File: src/rtl/uc_defs.sv
// Shared definitions for the multicycle control unit and its datapath.
//   - FSM state encodings (0..10)
//   - supported opcodes
//   - ALUOp codes (FSM -> ALU decoder)
//   - ALUControl codes (shared with the ALU)
//   - ALUSrcA / ALUSrcB / resSrc / inmSrc select codes (shared with the datapath)
package uc_defs;

    // FSM state encodings
    localparam logic [3:0] S_FETCH    = 4'd0;
    localparam logic [3:0] S_DECODE   = 4'd1;
    localparam logic [3:0] S_MEMADR   = 4'd2;
    localparam logic [3:0] S_MEMREAD  = 4'd3;
    localparam logic [3:0] S_MEMWB    = 4'd4;
    localparam logic [3:0] S_MEMWRITE = 4'd5;
    localparam logic [3:0] S_EXECR    = 4'd6;
    localparam logic [3:0] S_EXECI    = 4'd7;
    localparam logic [3:0] S_ALUWB    = 4'd8;
    localparam logic [3:0] S_JAL      = 4'd9;
    localparam logic [3:0] S_BEQ      = 4'd10;

    // Opcodes
    localparam logic [6:0] OP_LW  = 7'b0000011;
    localparam logic [6:0] OP_SW  = 7'b0100011;
    localparam logic [6:0] OP_R   = 7'b0110011;
    localparam logic [6:0] OP_I   = 7'b0010011;
    localparam logic [6:0] OP_BEQ = 7'b1100011;
    localparam logic [6:0] OP_JAL = 7'b1101111;

    // ALUOp codes
    localparam logic [1:0] ALUOP_ADD   = 2'b00;
    localparam logic [1:0] ALUOP_SUB   = 2'b01;
    localparam logic [1:0] ALUOP_FUNCT = 2'b10;
    localparam logic [1:0] ALUOP_RSVD  = 2'b11;

    // ALUControl codes
    localparam logic [2:0] ALU_ADD = 3'b000;
    localparam logic [2:0] ALU_SUB = 3'b001;
    localparam logic [2:0] ALU_AND = 3'b010;
    localparam logic [2:0] ALU_OR  = 3'b011;
    localparam logic [2:0] ALU_SLT = 3'b101;

    // Datapath select codes
    localparam logic [1:0] SRCA_PC    = 2'b00;
    localparam logic [1:0] SRCA_OLDPC = 2'b01;
    localparam logic [1:0] SRCA_RD1   = 2'b10;

    localparam logic [1:0] SRCB_RD2  = 2'b00;
    localparam logic [1:0] SRCB_IMM  = 2'b01;
    localparam logic [1:0] SRCB_FOUR = 2'b10;

    localparam logic [1:0] RES_ALUOUT    = 2'b00;
    localparam logic [1:0] RES_MEMDATA   = 2'b01;
    localparam logic [1:0] RES_ALURESULT = 2'b10;

    localparam logic [1:0] IMM_I = 2'b00;
    localparam logic [1:0] IMM_S = 2'b01;
    localparam logic [1:0] IMM_B = 2'b10;
    localparam logic [1:0] IMM_J = 2'b11;

    function automatic logic op_supported(input logic [6:0] op);
        return (op == OP_LW) || (op == OP_SW) || (op == OP_R) ||
               (op == OP_I)  || (op == OP_BEQ) || (op == OP_JAL);
    endfunction

endpackage

File: src/rtl/control_unit_mc_alu_decoder.sv
// ALU decoder: maps ALUOp plus instruction funct bits to the ALU operation.
// Purely combinational.
//   alu_op      in  2  ALUOp from the FSM
//   f3          in  3  instr[14:12]
//   op5         in  1  instr[5], separates R (register) from I (immediate)
//   f7          in  1  instr[30]
//   alu_control out 3  ALU operation code
module alu_decoder
    import uc_defs::*;
(
    input  logic [1:0] alu_op,
    input  logic [2:0] f3,
    input  logic       op5,
    input  logic       f7,
    output logic [2:0] alu_control
);

    always_comb begin
        alu_control = ALU_ADD;
        case (alu_op)
            ALUOP_ADD: alu_control = ALU_ADD;
            ALUOP_SUB: alu_control = ALU_SUB;
            ALUOP_FUNCT: begin
                case (f3)
                    // addi has no sub form, so instr[30] only counts for R-type
                    3'b000:  alu_control = (op5 & f7) ? ALU_SUB : ALU_ADD;
                    3'b010:  alu_control = ALU_SLT;
                    3'b110:  alu_control = ALU_OR;
                    3'b111:  alu_control = ALU_AND;
                    default: alu_control = ALU_ADD;
                endcase
            end
            default:   alu_control = ALU_ADD;
        endcase
    end

endmodule

File: src/rtl/control_unit_mc.sv
// Multicycle control unit for the RV32I-subset core. Moore FSM sequencing
// fetch / decode / address / memory / execute / writeback steps so the
// datapath can share one memory port and one ALU.
//   clk, rst           clock, synchronous active-high reset
//   op, f3, f7         instruction fields from the instruction register
//   zero               ALU result == 0, used in BEQ only
//   pcWrite, adrSrc, memWrite, irWrite, regWrite   datapath enables/selects
//   resSrc, ALUSrcA, ALUSrcB, ALUControl, inmSrc   datapath mux/ALU controls
//   illegal            one-cycle flag in DECODE for an unsupported opcode
//   state              current FSM state (debug)
module control_unit_mc
    import uc_defs::*;
#(
    parameter int STATE_W = 4
) (
    input  logic               clk,
    input  logic               rst,
    input  logic [6:0]         op,
    input  logic [2:0]         f3,
    input  logic               f7,
    input  logic               zero,
    output logic               pcWrite,
    output logic               adrSrc,
    output logic               memWrite,
    output logic               irWrite,
    output logic [1:0]         resSrc,
    output logic [1:0]         ALUSrcA,
    output logic [1:0]         ALUSrcB,
    output logic [2:0]         ALUControl,
    output logic [1:0]         inmSrc,
    output logic               regWrite,
    output logic               illegal,
    output logic [STATE_W-1:0] state
);

    localparam logic [STATE_W-1:0] FETCH    = STATE_W'(S_FETCH);
    localparam logic [STATE_W-1:0] DECODE   = STATE_W'(S_DECODE);
    localparam logic [STATE_W-1:0] MEMADR   = STATE_W'(S_MEMADR);
    localparam logic [STATE_W-1:0] MEMREAD  = STATE_W'(S_MEMREAD);
    localparam logic [STATE_W-1:0] MEMWB    = STATE_W'(S_MEMWB);
    localparam logic [STATE_W-1:0] MEMWRITE = STATE_W'(S_MEMWRITE);
    localparam logic [STATE_W-1:0] EXECR    = STATE_W'(S_EXECR);
    localparam logic [STATE_W-1:0] EXECI    = STATE_W'(S_EXECI);
    localparam logic [STATE_W-1:0] ALUWB    = STATE_W'(S_ALUWB);
    localparam logic [STATE_W-1:0] JAL      = STATE_W'(S_JAL);
    localparam logic [STATE_W-1:0] BEQ      = STATE_W'(S_BEQ);

    logic [STATE_W-1:0] st, st_next;
    logic               pc_update, branch;
    logic [1:0]         alu_op;

    always_ff @(posedge clk) begin
        if (rst) st <= FETCH;
        else     st <= st_next;
    end

    always_comb begin
        st_next = FETCH;
        case (st)
            FETCH:  st_next = DECODE;
            DECODE: begin
                case (op)
                    OP_LW, OP_SW: st_next = MEMADR;
                    OP_R:         st_next = EXECR;
                    OP_I:         st_next = EXECI;
                    OP_JAL:       st_next = JAL;
                    OP_BEQ:       st_next = BEQ;
                    default:      st_next = FETCH;
                endcase
            end
            MEMADR:   st_next = (op == OP_SW) ? MEMWRITE : MEMREAD;
            MEMREAD:  st_next = MEMWB;
            EXECR, EXECI, JAL: st_next = ALUWB;
            default:  st_next = FETCH;  // MEMWB, MEMWRITE, ALUWB, BEQ, unused codes
        endcase
    end

    always_comb begin
        irWrite   = 1'b0;
        adrSrc    = 1'b0;
        memWrite  = 1'b0;
        regWrite  = 1'b0;
        pc_update = 1'b0;
        branch    = 1'b0;
        resSrc    = RES_ALUOUT;
        ALUSrcA   = SRCA_PC;
        ALUSrcB   = SRCB_RD2;
        alu_op    = ALUOP_ADD;
        case (st)
            FETCH: begin
                irWrite   = 1'b1;
                ALUSrcB   = SRCB_FOUR;
                resSrc    = RES_ALURESULT;
                pc_update = 1'b1;
            end
            DECODE: begin
                // precompute branch/jump target from oldPC + imm
                ALUSrcA = SRCA_OLDPC;
                ALUSrcB = SRCB_IMM;
            end
            MEMADR: begin
                ALUSrcA = SRCA_RD1;
                ALUSrcB = SRCB_IMM;
            end
            MEMREAD:  adrSrc = 1'b1;
            MEMWB: begin
                resSrc   = RES_MEMDATA;
                regWrite = 1'b1;
            end
            MEMWRITE: begin
                adrSrc   = 1'b1;
                memWrite = 1'b1;
            end
            EXECR: begin
                ALUSrcA = SRCA_RD1;
                alu_op  = ALUOP_FUNCT;
            end
            EXECI: begin
                ALUSrcA = SRCA_RD1;
                ALUSrcB = SRCB_IMM;
                alu_op  = ALUOP_FUNCT;
            end
            ALUWB:    regWrite = 1'b1;
            JAL: begin
                // ALU forms oldPC + 4 for rd while PC takes the target from ALUOut
                ALUSrcA   = SRCA_OLDPC;
                ALUSrcB   = SRCB_FOUR;
                pc_update = 1'b1;
            end
            BEQ: begin
                ALUSrcA = SRCA_RD1;
                alu_op  = ALUOP_SUB;
                branch  = 1'b1;
            end
            default: ;
        endcase

        // Reset masks all enables and parks the muxes on their FETCH settings
        if (rst) begin
            irWrite   = 1'b0;
            adrSrc    = 1'b0;
            memWrite  = 1'b0;
            regWrite  = 1'b0;
            pc_update = 1'b0;
            branch    = 1'b0;
            resSrc    = RES_ALURESULT;
            ALUSrcA   = SRCA_PC;
            ALUSrcB   = SRCB_FOUR;
            alu_op    = ALUOP_ADD;
        end
    end

    assign pcWrite = pc_update | (branch & zero);
    assign illegal = ~rst & (st == DECODE) & ~op_supported(op);
    assign state   = st;

    always_comb begin
        case (op)
            OP_SW:   inmSrc = IMM_S;
            OP_BEQ:  inmSrc = IMM_B;
            OP_JAL:  inmSrc = IMM_J;
            default: inmSrc = IMM_I;
        endcase
    end

    alu_decoder u_alu_dec (
        .alu_op      (alu_op),
        .f3          (f3),
        .op5         (op[5]),
        .f7          (f7),
        .alu_control (ALUControl)
    );

endmodule
File: config.mk
export PLATFORM = sky130hd
export DESIGN_NAME = control_unit_mc
export DESIGN_NICKNAME = d
export VERILOG_FILES = /design/src/rtl/uc_defs.sv /design/src/rtl/control_unit_mc_alu_decoder.sv /design/src/rtl/control_unit_mc.sv
export SDC_FILE = /design/constraint.sdc
export NUM_CORES = 1
export LEC_CHECK = 0
export BUFFER_PORTS_ARGS = -buffer_cell sky130_fd_sc_hd__buf_2
export CAP_MARGIN = 10
export CELL_PAD_IN_SITES_DETAIL_PLACEMENT = 1
export CELL_PAD_IN_SITES_GLOBAL_PLACEMENT = 2
export CORE_MARGIN = 1.5
export CORE_UTILIZATION = 23
export CTS_BUF_LIST = sky130_fd_sc_hd__clkbuf_2
export DETAILED_ROUTE_END_ITERATION = 8
export PLACE_DENSITY_LB_ADDON = 0.1
export RECOVER_POWER = 100
export SLEW_MARGIN = 20
export SYNTH_ARGS = -nofsm -noshare
export SYNTH_HDL_FRONTEND = slang
export SYNTH_SLANG_ARGS = --single-unit
File: constraint.sdc
create_clock -name clk -period 2.65 [get_ports clk]
set_input_delay 0.3975 -clock clk [delete_from_list [all_inputs] [get_ports clk]]
set_output_delay 0.3975 -clock clk [all_outputs]
set_load 0.01 [all_outputs]
[Word level (Yosys, flattened, before mapping)]
Cells that the tools add are included.
Cells by class
  reduce and logical (&&, ||, !) cells: 16
  equality and inequality tests: 21
  bitwise gates (word level): 7
  muxes and demuxes: 27
Operator list (number)
  $pmux 4 s5: 2
  $eq 4x3->1 const B: 4
  $pmux 2 s2: 4
  $eq 7x6->1 const B: 2
  $eq 7x7->1 const B: 2
  $mux 1: 13
  $eq 4x4->1 const B: 3
  $pmux 3 s4: 1
  $reduce_or 2->1: 6
  $eq 4x2->1 const B: 2
  $mux 2: 4
  $eq 7x2->1 const B: 1
  $eq 7x5->1 const B: 1
  $eq 3x3->1 const B: 2
  $pmux 2 s3: 1
  $pmux 3 s2: 1
  $reduce_or 3->1: 2
  $logic_or 1x1->1: 5
  $and 1x1->1: 4
  $eq 4x1->1 const B: 1
  $logic_not 4->1: 1
  $reduce_or 4->1: 1
  $eq 3x2->1 const B: 1
  $logic_not 3->1: 1
  5 further kinds: 6
Word-level totals
  input bits: 14
  register bits: 4
  output and inout bits: 21

[Longest topological paths before layout]
Gate-level depths: netlist (run 1).
  depth after elaboration: 8
  mapped depth: 8
  gate-level depth less buffers: 7

[Hierarchy]
Synthesis (run 1) repeated with hierarchy kept, for this count alone.
Unflattened totals
  cell total of the unflattened synthesis: 76
  area total of the unflattened synthesis: 589.3 um^2
By module, submodules not included
  control_unit_mc: times used 1, cells an instance 65, area an instance 493.0 um^2
  alu_decoder: times used 1, cells an instance 11, area an instance 96.3 um^2

[Worst setup path after synthesis (run 1)]
Ideal clock, no wire load.
  kind: register to output
  start: reg st[1] (netlist: state[1])
  end: out ALUControl[1]
  arrival: 1.480 ns
  stages on the path, launching flop included: 7
  path buffers: 1
  data required time: 2.253 ns
  path slack: 0.772 ns
  path through: dfxtp_1 buf_2 nand2_1 nor2_1 nand2_1 ha_1 nor3_1
Between the ends
  longest elaborated chain between the ends: 6
RTL lines
  start: declaration: line control_unit_mc.sv:48  | logic [STATE_W-1:0] st, st_next;
  start signal: assignment: line control_unit_mc.sv:54  | else st <= st_next;
  $eq 4x3->1: line control_unit_mc.sv:89  | case (st)
  $reduce_or 2->1 (no line)
  $pmux 2 s2 *: line control_unit_mc.sv:89
  $mux 2 *: line control_unit_mc.sv:139  | if (rst) begin
  $eq 2x2->1 or $eq 2x1->1 (tied branches): line control_unit_mc_alu_decoder.sv:20  | case (alu_op)
  $pmux 3 s2 *: line control_unit_mc_alu_decoder.sv:20
  end: declaration: line control_unit_mc.sv:29  | output logic [2:0] ALUControl,
Mark *: on every way between the ends. The rest lies on a longest branch, timed or not.

[Worst setup path after layout (run 1)]
  start: reg st[0] (netlist: state[0])
  end: out ALUSrcB[0]
Between the ends
  longest elaborated chain between the ends: 4
RTL lines
  $eq 4x1->1 (tied with other cells): line control_unit_mc.sv:89
  $reduce_or 3->1 (no line) or $reduce_or 2->1 (tied branches)
  $pmux 2 s2 *: line control_unit_mc.sv:89
  $mux 2 *: line control_unit_mc.sv:139
  end: declaration: line control_unit_mc.sv:28  | output logic [1:0] ALUSrcB,
Marks and branches as above.

==> results_dict.tcl, run 1 <==
set metrics [dict create \
    yosysUniqueCellTypes 34 \
    cts-root-buf "clkbuf_2" \
    period_needed_ns 2.142 \
    whs_ns 0.4641 \
    synth.most_common_cell "nand2_1" \
    cp_cell_sequence "nand2b_1, nor2_1, a21oi_1, nor3_1, clkbuf_1" \
    grt_max_degree 16 \
    postCtsSetupBuffers 0 \
    cts_max_level 1 \
    synth-async-reset-ratio_pct 0 \
    die_h_um 52.53 \
    gr-total-overflow 0 \
    filler_cell_count 317 \
    fmax_mhz 466.9 \
    layoutNonFillerInstCount 141 \
    crit_buf_inv 1 \
    cp.required_ns 2.25 \
    setup_tns_ns 0 \
    area_growth_pct 26.16 \
    power.density_mw_per_mm2 254.7 \
    synth_edf_count 0 \
    synth_area_leader_cell "dfxtp_1" \
    die_x_um 52.53 \
    ys_ff_latch 4 \
    syn_area_um2 564.3 \
    cts_hold_buf 0 \
    nNetsFinal 131 \
    post-route-period-util_pct 80.82 \
    cts_tree "done" \
    synth_nets 96 \
    crit_fanout 15 \
    start_util_pct 25.03 \
    synth_top_area_share_pct 14.19 \
    synth_warnings 0 \
    setup_viol 0 \
    postSynthCellCount 80 \
    grt_pass1_vias 654 \
    routed_via_density 4.851 \
    synth_ff_type "dfxtp_1" \
    clkTransAtPathRegs_ns 0.05 \
    antenna_found_initial 0 \
    worst_slew_pin_slew_ns 0.5375 \
    grt_pass1_wl_um 2773 \
    antennaDiodeCount 0 \
    place_area_um2 743.2 \
    cp_slowest_stage_delay_ns 0.65 \
    drc 0 \
    ant_nets 0 \
    num_vias 684 \
    io_buffers 34 \
    gp_congestion 0.7116 \
    slew_violations 0 \
    fin_worst_skew_ns 0.003387 \
    hold_viol_final 0 \
    syn_avg_cell_area_um2 7.054 \
    worstSetupStartpointType "flip-flop" \
    wirelength_um 1673 \
    hp-class "input port to flip-flop" \
    dp.cells 138 \
    cts_buffers 3 \
    status "completed" \
    relSlewSlack_pct 64.12 \
    clkSinkCount 4 \
    core_mm2 0.002255 \
    wl_per_cell_um 11.87 \
    rsz0062_at_grt "no" \
    max_cap_viol_count 0 \
    worstSetupEndpointType "primary output" \
    worst_skew_pair.late_latency_ns 0.21 \
    cts_buffer_depth 2 \
    ctsResizeCount 0 \
    irDropWorstVdd_mv 0.1715 \
    cp.arrival_ns 1.74 \
    hpwl_um 1336 \
    rows 17 \
    largest_register_ffs 4 \
    dieArea_mm2 0.002759 \
    drive_gt1_share_pct 22.12 \
    cpMaxStageDelayCell "dfxtp_1" \
    synth_common_cells "nand2_1, nor2_1, inv_1, nor3_1, a21oi_1" \
    synth_top_cells_by_area "dfxtp_1, nand2_1, nor2_1" \
    track_usage_pct 13.28 \
    cp_top_family "flip-flops" \
    seq_area_frac_synth_pct 14.19 \
    crit_type "flip-flop to primary output" \
    firstDrtPassIters 3 \
    drt_iter0_markers 6 \
    pin_count 35 \
    leakagePower_nw 0.3093 \
    postLayoutCellArea_um2 711.9 \
]
[stage by stage]
| step | setup slack, ns | util, % | power [mW] |
|---|---|---|---|
| after floorplan | 0.7724 | - | 0.1031 |
| after global placement | 0.7343 | 32.96 | 0.1308 |
| after detailed placement | 0.6749 | 32.96 | 0.1314 |
| after CTS | 0.4950 | 33.63 | 0.1906 |
| after global routing | 0.3023 | 31.58 | 0.1997 |
| final | 0.5083 | 31.58 | 0.1813 |
[power breakdown]
part / internal [mW] / leakage [nW] / total, mW / switching, mW
Clock: 0.0304 / 0.0125 / 0.0564 / 0.0259
Sequential: 0.0620 / 0.0326 / 0.0682 / 0.00617
Combinational: 0.0246 / 0.264 / 0.0568 / 0.0322
Total: 0.117 / 0.309 / 0.181 / 0.0643
[cell type report]
type / instances / area (um2) / area share (%)
Multi-Input combinational cell: 65 / 406.6 / 57.12
Timing Repair Buffer: 35 / 152.6 / 21.44
Sequential cell: 4 / 80.08 / 11.25
Tap cell: 28 / 35.03 / 4.921
Inverter: 6 / 22.52 / 3.163
Clock buffer: 3 / 15.01 / 2.109
[worst paths after layout]
path	cells past startpoint	end	from	slack, ns
worst min-delay path	2	state[3]	rst	0.46
worst max register to register	5	state[3]	state[1]	1.11
worst max-delay path	5	ALUSrcB[0]	state[0]	0.51
worst min register to register	2	state[3]	state[3]	0.71
[layer usage]
metal / vias up / GRT usage (%) / wire length [um]
li1: 350 / - / -
met1: 313 / 18.24 / 811
met2: 19 / 20.63 / 753
met3: 2 / 2.857 / 100
met4: 0 / 3.846 / 8
met5: - / 0 / 0
[worst reg2reg max path: stages, from the launching register on]
cell and delay [ns]:
dfxtp_1 0.37, clkbuf_1 0.40, nand2b_1 0.30, nor2_1 0.11, a21oi_1 0.18, a21oi_1 0.08
[logic make-up after synthesis]
kind of cell	count (synthesis)	share of synthesized area [%]
AND/OR/NAND/NOR	43	45.90
flip-flops	4	14.19
buffers and inverters	11	9.977
AO/OA/AOI/OAI	15	17.74
XOR/XNOR	5	7.762
adder cells (fa/ha/maj)	2	4.434
[cells in the final DEF (no fill, tap or decap), drive strengths merged, types with 2 or more instances in the layout]
cell	count
clkbuf	21
buf	17
nand2	11
nor2	10
nor3	9
inv	6
a21oi	5
dfxtp	4
nand3	3
xnor2	3
xor2	2
nor4	2
ha	2
nand2b	2
o21ai	2
Note: power is estimated with default switching activity, not from simulation.
==> inputs of run 2 (changes only) <==
--- a/config.mk
+++ b/config.mk
@@ -10,7 +10,7 @@
 export CELL_PAD_IN_SITES_DETAIL_PLACEMENT = 1
 export CELL_PAD_IN_SITES_GLOBAL_PLACEMENT = 2
 export CORE_MARGIN = 1.5
-export CORE_UTILIZATION = 23
+export CORE_UTILIZATION = 21
 export CTS_BUF_LIST = sky130_fd_sc_hd__clkbuf_2
 export DETAILED_ROUTE_END_ITERATION = 8
 export PLACE_DENSITY_LB_ADDON = 0.1
==> constraint.sdc (replaced) <==
create_clock -name clk -period 2.2 [get_ports clk]
set_input_delay 0.33 -clock clk [delete_from_list [all_inputs] [get_ports clk]]
set_output_delay 0.33 -clock clk [all_outputs]
set_load 0.01 [all_outputs]
==> run 2 against run 1 <==
Global-route usage fell by 1.0 points. Via count grew 0.15%. First-iteration DRC count is 17% lower. Non-clock buffer count grew 3. Utilization down 1.9 points. Die area up 9.0%. Power up 22%. Clock skew decreased by 0.0029 ns. Sequential share of layout area down 0.29 points. Sequential power grew 17%. Flip-flop and latch count unchanged.
==> results_dict.tcl, run 2 (synthesized netlist as in run 1, its figures left out) <==
set metrics [dict create \
    fin_worst_skew_ns 0.0004526 \
    cts_buffers 3 \
    wirelength_um 1783 \
    post-route-period-util_pct 90.18 \
    hpwl_um 1419 \
    setup_viol 0 \
    leakagePower_nw 0.3324 \
    worstSetupStartpointType "flip-flop" \
    max_cap_viol_count 0 \
    cts-root-buf "clkbuf_2" \
    final_cell_mix "buf_2, clkbuf_1, nand2_1" \
    routed_via_density 4.692 \
    cts_max_level 1 \
    postCtsSetupBuffers 0 \
    track_usage_pct 12.26 \
    setup_tns_ns 0 \
    clkSinkCount 4 \
    core_mm2 0.002500 \
    fmax_mhz 504.0 \
    pwr-share-seq_pct 36.0 \
    drc 0 \
    reg2regPathDepth 5 \
    period_needed_ns 1.984 \
    die_h_um 54.84 \
    worstSetupEndpointType "primary output" \
    worst_skew_pair.late_latency_ns 0.20 \
    cts_hold_buf 0 \
    drt_iter0_markers 5 \
    hold_depth 2 \
    wl_per_cell_um 12.21 \
    hp-class "input port to flip-flop" \
    irDropWorstVdd_mv 0.1601 \
    dieArea_mm2 0.003007 \
    antenna_found_initial 0 \
    worst_slew_pin_slew_ns 0.4193 \
    p_switching_mw 0.07807 \
    ctsResizeCount 0 \
    start_util_pct 22.57 \
    die_x_um 54.84 \
    nNetsFinal 134 \
    grt_max_degree 12 \
    whs_ns 0.4104 \
    slew_violations 0 \
    pin_count 35 \
    final_common_cell "buf_2" \
    num_vias 685 \
    power.density_mw_per_mm2 298.0 \
    largest_register_ffs 4 \
    firstDrtPassIters 4 \
    hold_viol_final 0 \
    cts_tree "done" \
    cp.arrival_ns 1.65 \
    ant_nets 0 \
    filler_cell_count 333 \
    clkTransAtPathRegs_ns 0.04 \
    drive_gt1_share_pct 27.59 \
    p_comb_share_pct 33.6 \
    relSlewSlack_pct 71.83 \
    gr-total-overflow 0 \
    crit_fanout 7 \
    area_growth_pct 31.49 \
    grt_pass1_vias 573 \
    swShare_pct 35.31 \
    antennaDiodeCount 0 \
    p_clk_share_pct 30.4 \
    gp_congestion 0.6808 \
    io_buffers 34 \
    cts_buffer_depth 2 \
    grt_pass1_wl_um 2677 \
    rows 18 \
    cp.required_ns 1.87 \
    p_int_mw 0.1430 \
    crit_type "flip-flop to primary output" \
    status "completed" \
    rsz0062_at_grt "no" \
]
-- run 2: cell count changes in the layout (fill, tap and decap cells not counted) --
cell / before / now
nor4_2: 0 / 1
clkbuf_1: 18 / 16
buf_2: 17 / 21
buf_4: 0 / 1
dfxtp_1: 4 / 3
dfxtp_2: 0 / 1
nor4_1: 2 / 1
-- run 2: power groups by stage --
| stage | Clock [mW] | Sequential (mW) | Combinational, mW |
|---|---|---|---|
| 6_report | 0.0672 | 0.0795 | 0.0743 |
| 5_1_grt | 0.0750 | 0.0801 | 0.0830 |
| 4_1_cts | 0.0711 | 0.0797 | 0.0806 |
| 3_5_place_dp | 0 | 0.0811 | 0.0801 |
| 3_3_place_gp | 0 | 0.0811 | 0.0803 |
| 2_1_floorplan | 0 | 0.0794 | 0.0448 |
-- run 2: metrics by stage --
stage               total power [mW]  setup WS, ns  utilization (%)  cells  instance area, um2
finish                        0.2211        0.2161            29.68    146               742.0
global route                  0.2381       0.05584            29.68    146               742.0
CTS                           0.2313       0.08320            31.33    146               783.3
detailed placement            0.1612        0.3294            30.73    143               768.2
global placement              0.1613        0.3833            30.73    143               768.2
floorplan                     0.1242        0.3899                -     80               564.3
-- run 2: area by class of cell --
cell class              instances  area, um2  share of cell area (%)
well taps                      30      37.54                   5.059
clock buffers                   3      15.01                   2.024
flip-flops and latches          4      81.33                   10.96
multi-input cells              65      412.9                   55.65
repair buffers                 38      172.7                   23.27
inverters                       6      22.52                   3.035
-- run 2: path summary, 6_finish.rpt --
check	slack, ns	start	endpoint
worst max register to register	0.79	state[1]	state[3]
worst min-delay path	0.41	rst	state[3]
worst max-delay path	0.22	state[1]	ALUControl[1]
worst min register to register	0.64	state[3]	state[3]
-- run 2: metal layers --
layer / wire length, um / GRT usage [%]
met5: 0 / 0
met4: 0 / 5.000
met3: 67 / 1.913
met2: 818 / 17.66
met1: 897 / 17.81
-- run 2: worst max-delay path, stage by stage, from the launching register on --
cell      delay, ns
dfxtp_1        0.47
nand2_1        0.08
nor2_1         0.14
nand2_1        0.09
ha_1           0.31
nor3_1         0.19
clkbuf_1       0.17
